==> config.mk <==
export PLATFORM = sky130hd
export DESIGN_NAME = ps2_host_tx
export DESIGN_NICKNAME = d
export VERILOG_FILES = /design/src/rtl/ps2_host_tx_pkg.sv /design/src/rtl/ps2_host_tx_line_filter.sv /design/src/rtl/ps2_host_tx.sv
export SDC_FILE = /design/constraint.sdc
export NUM_CORES = 1
export LEC_CHECK = 0
export CAP_MARGIN = 20
export CORE_UTILIZATION = 62
export CTS_CLUSTER_SIZE = 40
export DETAILED_ROUTE_END_ITERATION = 6
export PLACE_DENSITY = 0.83
export SLEW_MARGIN = 20
export SYNTH_ARGS = -nofsm -noshare
export SYNTH_HDL_FRONTEND = slang
export SYNTH_SLANG_ARGS = --single-unit
==> constraint.sdc <==
create_clock -name clk -period 3.6 [get_ports clk]
set_input_delay 0.72 -clock clk [delete_from_list [all_inputs] [get_ports clk]]
set_output_delay 0.72 -clock clk [all_outputs]
set_load 0.01 [all_outputs]
==> src/rtl/ps2_host_tx_pkg.sv <==
// Shared PS/2 host-transmit definitions: FSM encoding, command bytes, frame builder.
// Combinational only; no latency and no flow control.
package ps2_host_tx_pkg;

  typedef enum logic [2:0] {
    ST_IDLE,
    ST_INHIBIT,
    ST_REQ,
    ST_SEND,
    ST_ACK,
    ST_WAIT_IDLE,
    ST_ERROR
  } state_t;

  localparam logic [7:0] PS2_CMD_SET_LEDS = 8'hED;
  localparam logic [7:0] PS2_CMD_ENABLE   = 8'hF4;
  localparam logic [7:0] PS2_CMD_RESET    = 8'hFF;
  localparam logic [7:0] PS2_ACK_BYTE     = 8'hFA;

  // Bits after the start bit, LSB first: D0..D7, odd parity, stop.
  function automatic logic [9:0] ps2_frame(input logic [7:0] i_byte);
    return {1'b1, ~^i_byte, i_byte};
  endfunction

endpackage

==> src/rtl/ps2_host_tx_line_filter.sv <==
// Synchronises and debounces one PS/2 line; level and fall strobe lag the pin by 2+FILTER_LEN cycles.
// No backpressure: samples every cycle.
module ps2_line_filter #(
  parameter int FILTER_LEN = 8
) (
  input  logic clk,
  input  logic reset,
  input  logic i_pin,
  output logic o_level,
  output logic o_fall
);

  localparam int CW = (FILTER_LEN > 2) ? $clog2(FILTER_LEN) : 1;

  logic [1:0]    r_sync;
  logic          r_level;
  logic          r_fall;
  logic [CW-1:0] r_cnt;

  always_ff @(posedge clk) begin
    if (reset) begin
      r_sync  <= 2'b11;
      r_level <= 1'b1;
      r_cnt   <= '0;
      r_fall  <= 1'b0;
    end else begin
      r_sync <= {r_sync[0], i_pin};
      r_fall <= 1'b0;
      // r_cnt counts consecutive samples that disagree with the accepted level
      if (r_sync[1] == r_level) begin
        r_cnt <= '0;
      end else if (r_cnt == CW'(FILTER_LEN - 1)) begin
        r_level <= r_sync[1];
        r_cnt   <= '0;
        r_fall  <= r_level;
      end else begin
        r_cnt <= r_cnt + 1'b1;
      end
    end
  end

  assign o_level = r_level;
  assign o_fall  = r_fall;

endmodule

==> src/rtl/ps2_host_tx.sv <==
// PS/2 host-to-device byte transmitter: inhibit, request-to-send, shift on device clock, ACK check.
// One byte per transfer; tx_start is ignored while busy or on the done/error cycle (no queueing).
module ps2_host_tx
  import ps2_host_tx_pkg::*;
#(
  parameter int CLK_HZ           = 50000000,
  parameter int INHIBIT_US       = 100,
  parameter int START_TIMEOUT_US = 15000,
  parameter int XFER_TIMEOUT_US  = 2000,
  parameter int FILTER_LEN       = 8
) (
  input  logic       clk,
  input  logic       reset,
  input  logic       ps2_clk_in,
  input  logic       ps2_dat_in,
  output logic       ps2_clk_oe,
  output logic       ps2_dat_oe,
  input  logic [7:0] tx_data,
  input  logic       tx_start,
  output logic       tx_busy,
  output logic       tx_done,
  output logic       tx_error,
  output logic       tx_nack
);

  localparam int CYC_PER_US  = CLK_HZ / 1000000;
  localparam int INHIBIT_CYC = CYC_PER_US * INHIBIT_US;
  localparam int START_CYC   = CYC_PER_US * START_TIMEOUT_US;
  localparam int XFER_CYC    = CYC_PER_US * XFER_TIMEOUT_US;
  localparam int MAX_A       = (INHIBIT_CYC > START_CYC) ? INHIBIT_CYC : START_CYC;
  localparam int MAX_CYC     = (MAX_A > XFER_CYC) ? MAX_A : XFER_CYC;
  localparam int TW          = $clog2(MAX_CYC + 1);

  logic       w_clk_lvl, w_clk_fall, w_dat_lvl, w_unused_dat_fall;

  ps2_line_filter #(.FILTER_LEN(FILTER_LEN)) u_clk_filt (
    .clk(clk), .reset(reset), .i_pin(ps2_clk_in), .o_level(w_clk_lvl), .o_fall(w_clk_fall)
  );

  ps2_line_filter #(.FILTER_LEN(FILTER_LEN)) u_dat_filt (
    .clk(clk), .reset(reset), .i_pin(ps2_dat_in), .o_level(w_dat_lvl), .o_fall(w_unused_dat_fall)
  );

  state_t        r_state, w_state_nxt;
  logic [TW-1:0] r_tmr, w_tmr_nxt, w_tmr_inc;
  logic [9:0]    r_frame, w_frame_nxt;
  logic [3:0]    r_idx, w_idx_nxt;
  logic          r_dat_drv, w_dat_drv_nxt;
  logic          r_nack, w_nack_nxt;
  logic          w_xfer_to;

  assign w_tmr_inc = (r_tmr == '1) ? r_tmr : r_tmr + 1'b1;
  assign w_xfer_to = (r_tmr == TW'(XFER_CYC - 1));
  assign tx_nack   = r_nack;

  always_ff @(posedge clk) begin
    if (reset) begin
      r_state   <= ST_IDLE;
      r_tmr     <= '0;
      r_frame   <= '0;
      r_idx     <= '0;
      r_dat_drv <= 1'b0;
      r_nack    <= 1'b0;
    end else begin
      r_state   <= w_state_nxt;
      r_tmr     <= w_tmr_nxt;
      r_frame   <= w_frame_nxt;
      r_idx     <= w_idx_nxt;
      r_dat_drv <= w_dat_drv_nxt;
      r_nack    <= w_nack_nxt;
    end
  end

  always_comb begin
    w_state_nxt   = r_state;
    w_tmr_nxt     = w_tmr_inc;
    w_frame_nxt   = r_frame;
    w_idx_nxt     = r_idx;
    w_dat_drv_nxt = r_dat_drv;
    w_nack_nxt    = r_nack;
    ps2_clk_oe    = 1'b0;
    ps2_dat_oe    = 1'b0;
    tx_busy       = 1'b1;
    tx_done       = 1'b0;
    tx_error      = 1'b0;
    case (r_state)
      ST_IDLE: begin
        tx_busy   = 1'b0;
        w_tmr_nxt = '0;
        if (tx_start) begin
          w_frame_nxt   = ps2_frame(tx_data);
          w_nack_nxt    = 1'b0;
          w_idx_nxt     = '0;
          w_dat_drv_nxt = 1'b0;
          w_state_nxt   = ST_INHIBIT;
        end
      end
      ST_INHIBIT: begin
        ps2_clk_oe = 1'b1;
        if (r_tmr == TW'(INHIBIT_CYC - 1)) begin
          ps2_dat_oe  = 1'b1;
          w_tmr_nxt   = '0;
          w_state_nxt = ST_REQ;
        end
      end
      ST_REQ: begin
        ps2_dat_oe = 1'b1;
        if (w_clk_fall) begin
          // The fall cycle counts as the first elapsed cycle of the transfer window.
          w_dat_drv_nxt = ~r_frame[0];
          w_idx_nxt     = 4'd1;
          w_tmr_nxt     = TW'(1);
          w_state_nxt   = ST_SEND;
        end else if (r_tmr == TW'(START_CYC - 1)) begin
          w_state_nxt = ST_ERROR;
        end
      end
      ST_SEND: begin
        ps2_dat_oe = r_dat_drv;
        if (w_xfer_to) begin
          w_state_nxt = ST_ERROR;
        end else if (w_clk_fall) begin
          w_dat_drv_nxt = ~r_frame[r_idx];
          w_idx_nxt     = r_idx + 4'd1;
          if (r_idx == 4'd9) w_state_nxt = ST_ACK;
        end
      end
      ST_ACK: begin
        if (w_xfer_to) begin
          w_state_nxt = ST_ERROR;
        end else if (w_clk_fall) begin
          if (!w_dat_lvl) begin
            w_state_nxt = ST_WAIT_IDLE;
          end else begin
            w_nack_nxt  = 1'b1;
            w_state_nxt = ST_ERROR;
          end
        end
      end
      ST_WAIT_IDLE: begin
        if (w_clk_lvl && w_dat_lvl) begin
          tx_done     = 1'b1;
          tx_busy     = 1'b0;
          w_state_nxt = ST_IDLE;
        end else if (w_xfer_to) begin
          w_state_nxt = ST_ERROR;
        end
      end
      ST_ERROR: begin
        tx_busy       = 1'b0;
        tx_error      = 1'b1;
        w_dat_drv_nxt = 1'b0;
        w_state_nxt   = ST_IDLE;
      end
      default: w_state_nxt = ST_IDLE;
    endcase
  end

endmodule

Word-level counts from Yosys, hierarchy flattened
Index checks and enable logic that the tools add are counted.

storage, ports and cells
  logic and storage cells = 109
  bits of input ports = 13
  register bits = 52

operators by class
  reduce and logical (&&, ||, !) cells = 17
  add/subtract/negate cells = 4
  mux-type cells = 41
  eq/ne operators = 28
  magnitude comparators = 1
  bitwise gates (word level) = 5

operator list
  operator                                                count
  2-to-1 mux 20 bit                                       3
  case mux 20 bit (3 select lines)                        1
  equality test 20 bit (second input constant)            2
  2-to-1 mux 3 bit                                        11
  adder 20 x 1 -> 20 bit (second input constant)          1
  equality test 20 x 13 -> 1 bit (second input constant)  1
  equality test 20 x 17 -> 1 bit (second input constant)  1
  case mux 3 bit (6 select lines)                         1
  2-to-1 mux 4 bit                                        4
  equality test 3 bit (second input constant)             5
  AND reduction 5 bit                                     3
  2-to-1 mux 1 bit                                        14
  case mux 4 bit (3 select lines)                         1
  != test 3 x 2 -> 1 bit (second input constant)          3
  OR reduction 3 bit                                      3
  != test 2 x 1 -> 1 bit (second input constant)          4
  != test 2 bit (second input constant)                   4
  XNOR reduction 8 bit                                    1
  AND reduction 7 bit                                     1
  adder 3 x 1 -> 3 bit (second input constant)            2
  equality test 3 x 2 -> 1 bit (second input constant)    2
  != test 3 bit (second input constant)                   2
  AND reduction 2 bit                                     3
  < comparator 4 x 5 -> 1 bit (second input constant)     1
  other kinds (16)                                        22

Logic depth before layout (Yosys ltp)
  depth after elaboration = 6
  mapped depth = 9
  gate-level depth less buffers = 7

Hierarchy
Synthesis repeated with hierarchy kept, for this count alone.

second synthesis, totals
  cell total of the unflattened synthesis = 329
  area, all modules = 2,802.7 um2

by module, submodules not included
  module           area an instance (um2)  cells each  instances
  ps2_host_tx      2,324.7                 293         1
  ps2_line_filter  239.0                   18          2

Least setup slack after synthesis
Ideal clock, no wire load.

  path type = register to output
  from = register r_tmr[0]
  to = output ps2_dat_oe
  setup slack = 1.196 ns
  required time = 2.880 ns
  stages on the path, launching flop included = 7
  arrival = 1.684 ns
  cells stage by stage = dfxtp_1 ha_1 nand2_1 or4_1 nor4_1 a21oi_1 nor3_1

between the ends
  longest elaborated chain between the ends = 3

RTL lines
  item                             RTL line            source
  start, declared                  ps2_host_tx.sv:45   logic [TW-1:0] r_tmr, w_tmr_nxt, w_tmr_inc;
  start signal, assigned           ps2_host_tx.sv:66   r_tmr <= w_tmr_nxt;
  equality test 20 x 13 -> 1 bit   ps2_host_tx.sv:100  if (r_tmr == TW'(INHIBIT_CYC - 1)) begin
  2-to-1 mux 1 bit                 ps2_host_tx.sv:100
  case mux 1 bit (3 select lines)  ps2_host_tx.sv:86   case (r_state)
  end, declared                    ps2_host_tx.sv:17   output logic ps2_dat_oe,

No other way between the ends.

Final worst setup path
Same ends and word-level chain as after synthesis.

==> flow_summary.toml <==
[drt]
wl_per_cell_um = 14.3
postRouteAntennaNets = 0
num_vias = 2236
first_pass_iters = 4
via_per_inst = 6.03
drc = 0
wl_mm = 5.30
drt_iter0_drc = 200

[sta]
clock_skew_ps = 7.20
final-hold-violation-count = 0
timing.fmax_mhz = 302
finalCriticalPeriod_ps = 3310
tightest_slew_ps = 695
tns_ps = 0
period_share = 0.919
rsz0062_at_grt = "no"
drv_slew = 0
max-slew-margin-rel = 0.537
fin_ws_ps = 290
setup_viol = 0

[global_routing]
grt.met3_usage = 0.0633
first_global_vias = 1867
top_usage_layer = "met2"
grt-ovfl-total = 0
met1_usage = 0.336
grt_max_degree = 36
grt_use_met2 = 0.371
grt_usage = 0.245
grt_pass1_wl_mm = 8.51
antenna_found_initial = 0

[floorplanning]
chipHeight_um = 67.9
fp.dieW_um = 67.9
start_util = 0.660
core_area_mm2 = 0.00409
ios = 19
die_area_mm2 = 0.00462
row_count = 23

[synthesis]
yosysUniqueCellTypes = 56
yosysMostFrequentCell = "dfxtp_1"
yosys-top-cells-count = "dfxtp_1, nand2_1, nor2_1"
seq_area_frac_synth = 0.386
syn_inst = 309
synth_edf_count = 0
synth_seq_cells = 52
syn_avg_cell_area_um2 = 8.73
synth-main-ff-cell = "dfxtp_1"
syn_area_mm2 = 0.00270
synth_top_area_frac = 0.386
yosysWarnings = 0
post-synth-top-area-cell = "dfxtp_1"
netlist_top_cells_area = "dfxtp_1, xnor2_1, nand2_1, nor2_1, a21oi_1"
synthArstFlopShare = 0
synth_nets = 329

[status]
outcome = "complete, no violations"

[worst_setup_path]
start_kind = "flop"
cp_max_fo = 3
r2r_cells = 7
critical_path_class = "flop to output port"
reg2reg_slack_ps = 1080
crit_required_ps = 2880
worstPathArrival_ps = 2590
reg2reg_from = "r_tmr[0]"
crit_start = "r_tmr[0]"
reg2reg_to = "r_tmr[10]"
cp-end-kind = "output port"

[cells_and_area]
filler_cell_count = 335
nets = 340
diodes = 0
drive_gt1_frac = 0.0810
post-route-util = 0.724
syn2layout_area_growth_pct = 9.70

[cts]
htree_levels = 2
clk_latency_ps = 310
cts_tree = "yes"
clock_path_buffers = 2
clockRootBuffer = "clkbuf_8"
clkTransAtPathRegs_ps = 100
cts_buffers = 5
ctsHoldBuffers = 0
cts.sinks = 52

[min_path]
hp-class = "flop to flop"
holdPathStages = 1
min-delay-start = "u_dat_filt.r_sync[0]"
min_to = "u_dat_filt.r_sync[1]"

[pwr]
vdd_ir_drop_max_v = 0.000299
p_leak_nw = 1.00
pwr_density_cell_mw_per_mm2 = 519

[placement]
gp_congestion = 0.903
dpl_worst_slack_ps = 533
post-dp-hpwl_mm = 3.70
port_buffers = 18

[flow_run]
max_cap_violations = 0
-- area by class of cell --
cell class	instances	area [um^2]	share of cell area
tap	50	62.6	0.0212
multi-input combinational	236	1550	0.523
timing repair buffer	19	188	0.0635
clock inverter	2	15.0	0.00508
clock buffer	6	82.6	0.0279
inverter	6	22.5	0.00761
sequential	52	1040	0.352
-- how the worst max path moves through the flow --
stage	to	slack [ps]	cells after the start
floorplan	ps2_dat_oe	1200	6
global placement	ps2_dat_oe	550	7
detailed placement	ps2_dat_oe	530	7
CTS	ps2_dat_oe	170	7
global route	ps2_dat_oe	110	7
finish	ps2_dat_oe	290	7
-- registers in the layout, summed over array words and instances (netlist names) --
signal and flops:
u_dat_filt.o_level 1, r_frame 10, u_dat_filt.r_sync 2, u_clk_filt.r_cnt 3
r_tmr 20, u_clk_filt.o_fall 1, r_dat_drv 1, r_idx 4
u_clk_filt.o_level 1, u_clk_filt.r_sync 2, r_state 3, u_dat_filt.r_cnt 3
tx_nack 1
-- layout by cell type, fill, tap and decap left out, types with 2 or more instances in the layout --
cell             Yosys  layout
ha_1                 7       7
a211oi_1             2       2
dfxtp_1             52      52
nand2b_1             5       5
o21ai_0              6       6
xnor2_1             17      17
nor2_1              36      36
clkdlybuf4s50_1      0      18
a31oi_1              2       2
a21oi_1             19      19
mux2i_1              6       6
o41ai_1              2       2
or2_2                4       4
nor3_1              11      11
clkinvlp_4           0       2
nor3b_1              2       2
nor4_1               5       4
and4_1               3       3
inv_1                6       6
xor2_1               7       7
nand4b_1             2       2
a211o_1              3       3
and2_1               6       6
nor2b_1              5       5
and3_1               5       5
nand4_1              5       5
nand3_1             10      10
mux4_2               2       2
a311oi_1             2       2
clkbuf_8             0       6
nand2_1             38      38
-- cell families (layout without fill, tap and decap cells) --
group	after synthesis	in the layout	share of synthesized area
adder cells (fa/ha/maj)	7	7	0.0325
AND/OR/NAND/NOR	147	147	0.284
AO/OA/AOI/OAI	50	50	0.138
XOR/XNOR	24	24	0.0780
buffers and inverters	21	33	0.0427
flip-flops	52	52	0.386
multiplexers	8	8	0.0390
-- metrics by stage --
step | cells | power [mW] | cell area (um^2) | hold slack, ps
2_1_floorplan | 309 | 1.09 | 2700 | 389
3_3_place_gp | 363 | 1.19 | 2850 | 396
3_5_place_dp | 363 | 1.20 | 2850 | 400
4_1_cts | 371 | 1.54 | 2950 | 424
5_1_grt | 371 | 1.63 | 2960 | 440
6_report | 371 | 1.54 | 2960 | 418
-- per-layer routing --
metal  vias up  wire [um]
met4         0         59
met2        71       2480
li1       1116          -
met3         7        286
met5         -          0
met1      1042       2480
-- what timing repair did --
item,CTS,global route
resized for setup,0,1
endpoints found under the setup margin,0,1
setup buffers,0,0
-- worst max-delay path, stage by stage (launching register included) --
cell	delay, ps
dfxtp_1	380
ha_1	200
nand2_1	90
or4_1	520
nor4_2	230
a21oi_1	120
nor3_1	190
clkdlybuf4s50_1	560
-- report_power, final --
part	switching (mW)	internal (mW)
clock network	0.193	0.156
logic	0.265	0.216
registers	0.0790	0.628
total	0.537	0.999
Note: power is estimated with default switching activity, not from simulation.
==> patch: new RTL, config.mk and constraints unchanged <==
Re-encode `state_t` (7 states) as Gray code, 3 bits wide.
--- a/src/rtl/ps2_host_tx_pkg.sv
+++ b/src/rtl/ps2_host_tx_pkg.sv
@@ -3,13 +3,13 @@
 package ps2_host_tx_pkg;
 
   typedef enum logic [2:0] {
-    ST_IDLE,
-    ST_INHIBIT,
-    ST_REQ,
-    ST_SEND,
-    ST_ACK,
-    ST_WAIT_IDLE,
-    ST_ERROR
+    ST_IDLE      = 3'b000,
+    ST_INHIBIT   = 3'b001,
+    ST_REQ       = 3'b011,
+    ST_SEND      = 3'b010,
+    ST_ACK       = 3'b110,
+    ST_WAIT_IDLE = 3'b111,
+    ST_ERROR     = 3'b101
   } state_t;
 
   localparam logic [7:0] PS2_CMD_SET_LEDS = 8'hED;
Function: no difference found for any inputs over 10 cycles, from zero or initial values and one cycle with reset high; not proved beyond that.
==> patch against the unedited design <==
- worst setup slack gained 0.0024 ns
- utilization grew 0.92 points
- sequential share of layout area shrank 0.44 points
- sequential cell count is the same
- wire length grew 4.7%
- power shrank 3.6%
- largest cell class unchanged
- via count grew 3.5%
- cell area grew 1.3%
- synthesized area shrank 0.56%
- register-to-register slack lost 0.04 ns
- count of clock-buffer cells in the layout grew 1
==> patch: results (changes against the unedited design) <==
Run status
  • Status: finished clean

Drt
  • First-pass DRT Iterations: 4 (unchanged)
  • Number of vias per cell: 6.07 (+0.77%)
  • Drt initial violations: 212 (+6.0%)
  • Wire per inst: 14.6 µm (+1.9%)

Yosys
  • Ys Warns: 0 (unchanged)
  • Share of async-settable or async-resettable flops after synthesis: 0 (unchanged)
  • Seq/Total Area, Yosys: 0.388 (+0.00216)
  • Synth top cells by count: dfxtp_1, nand2_1, nor2_1
  • Unique masters post-synth: 54 (-3.6%)
  • Synth area leaders: dfxtp_1, xnor2_1, nand2_1
  • Syn_nets: 339 (+3.0%)
  • Area share of the largest cell type after synthesis: 0.388 (+0.00216)

GRT
  • First-pass GRT wire length: 9430 µm (+11%)
  • Tot GR Track Use: 0.273 (+0.0282)
  • Largest net degree at the start of global routing: 32 (-11%)
  • Vias in the first global route: 2111 (+13%)
  • Initial antenna violation count: 0 (unchanged)

Finish
  • Layout cells sized above 1: 0.0665 (-0.0145)
  • Top Registers: r_tmr x20, r_frame x10, r_idx x4
  • Nets@finish: 350 (+2.9%)
  • Antenna diodes: 0 (unchanged)

Clock tree
  • Clk buf depth: 2 (unchanged)
  • Clock root cell: clkbuf_8
  • Clock transition at the registers of the reported paths: roughly 0.090 ns
  • Clk_lat worst skew: 0.31 ns (about the same)
  • Cts repair resizes: 0 (unchanged)
  • CTS Hold Bufs: 0 (unchanged)

Timing
  • Clk_skew: 0.00653 ns (-0.000668 ns)
  • Slew @ Worst Pin: 0.804 ns (+0.109 ns)

Power and ir drop
  • Static Leakage: 0.000996 µW (-0.50%)
  • Worst VDD drop: 0.304 mV (+1.7%)

Placement
  • Dpl hpwl: 3940 µm (+6.5%)
  • Gpl congestion: 0.871 (-3.6%)

Worst setup path
  • CP max FO: 4 (+1)
  • R2R setup slack: 1.04 ns (-0.04 ns)
patch: changes by cell type after synthesis, moves of 3 or more:
cell | before | now
xnor2_1 | 17 | 24
xor2_1 | 7 | 4
nor3_1 | 11 | 18
a211o_1 | 3 | 0
buf_2 | 2 | 5
nor2b_1 | 5 | 0
nand2b_1 | 5 | 1
nand4_1 | 5 | 8
nand3_1 | 10 | 14
buf_6 | 4 | 0
inv_1 | 6 | 9
nand2_1 | 38 | 41
patch: critical path, cell delays in order (launching register included):
cell and delay [ns]:
dfxtp_1 0.40, ha_1 0.23, nand4b_1 0.14, nor4bb_1 0.49, nand4_1 0.20, a21oi_1 0.25
clkdlybuf4s50_1 0.57
patch: area by class of cell:
type,instances,area (µm²)
tap,50,62.6
multi-input combinational,242,1540
clock buffer,7,96.3
sequential,52,1040
fill,338,1090
clock inverter,1,30.0
timing repair buffer,20,195
inverter,9,33.8
patch: stage by stage:
| stage | worst slack, ns | total power (µW) | hold WS [ns] | std cells | instance area (µm²) |
|---|---|---|---|---|---|
| finish | 0.293 | 1480 | 0.419 | 381 | 3000 |
| floorplan | 1.41 | 954 | 0.389 | 319 | 2680 |
| CTS | 0.300 | 1490 | 0.422 | 381 | 3000 |
| global placement | 0.746 | 1050 | 0.394 | 373 | 2870 |
| global route | 0.137 | 1560 | 0.437 | 381 | 3000 |
| detailed placement | 0.648 | 1060 | 0.397 | 373 | 2870 |
patch: worst paths after layout:
path                                              to  depth (start not counted)            startpoint
worst max register to register             r_tmr[18]                          7              r_tmr[0]
worst min register to register  u_clk_filt.r_sync[1]                          1  u_clk_filt.r_sync[0]
worst max-delay path                      ps2_dat_oe                          6              r_tmr[0]
worst min-delay path            u_clk_filt.r_sync[1]                          1  u_clk_filt.r_sync[0]
patch: cell families after synthesis:
kind of cell / synth area share
flops: 0.388
compound gates: 0.122
fa+ha+maj: 0.0327
xor+xnor: 0.0915
mux: 0.0317
simple gates: 0.295
buf+inv: 0.0387
patch: report_power, final:
| part | switching (µW) | total, µW | leakage (µW) | internal (µW) |
|---|---|---|---|---|
| combinational | 191 | 358 | 0.000510 | 167 |
| sequential | 73.7 | 690 | 0.000422 | 617 |
| clock | 187 | 432 | 0.0000645 | 245 |
patch: layer usage:
metal | global-route usage | vias to the layer above | wire [µm]
li1 | - | 1144 | -
met1 | 0.361 | 1080 | 2510
met2 | 0.425 | 76 | 2630
met3 | 0.0625 | 14 | 293
met4 | 0.114 | 0 | 122
met5 | 0 | - | 0
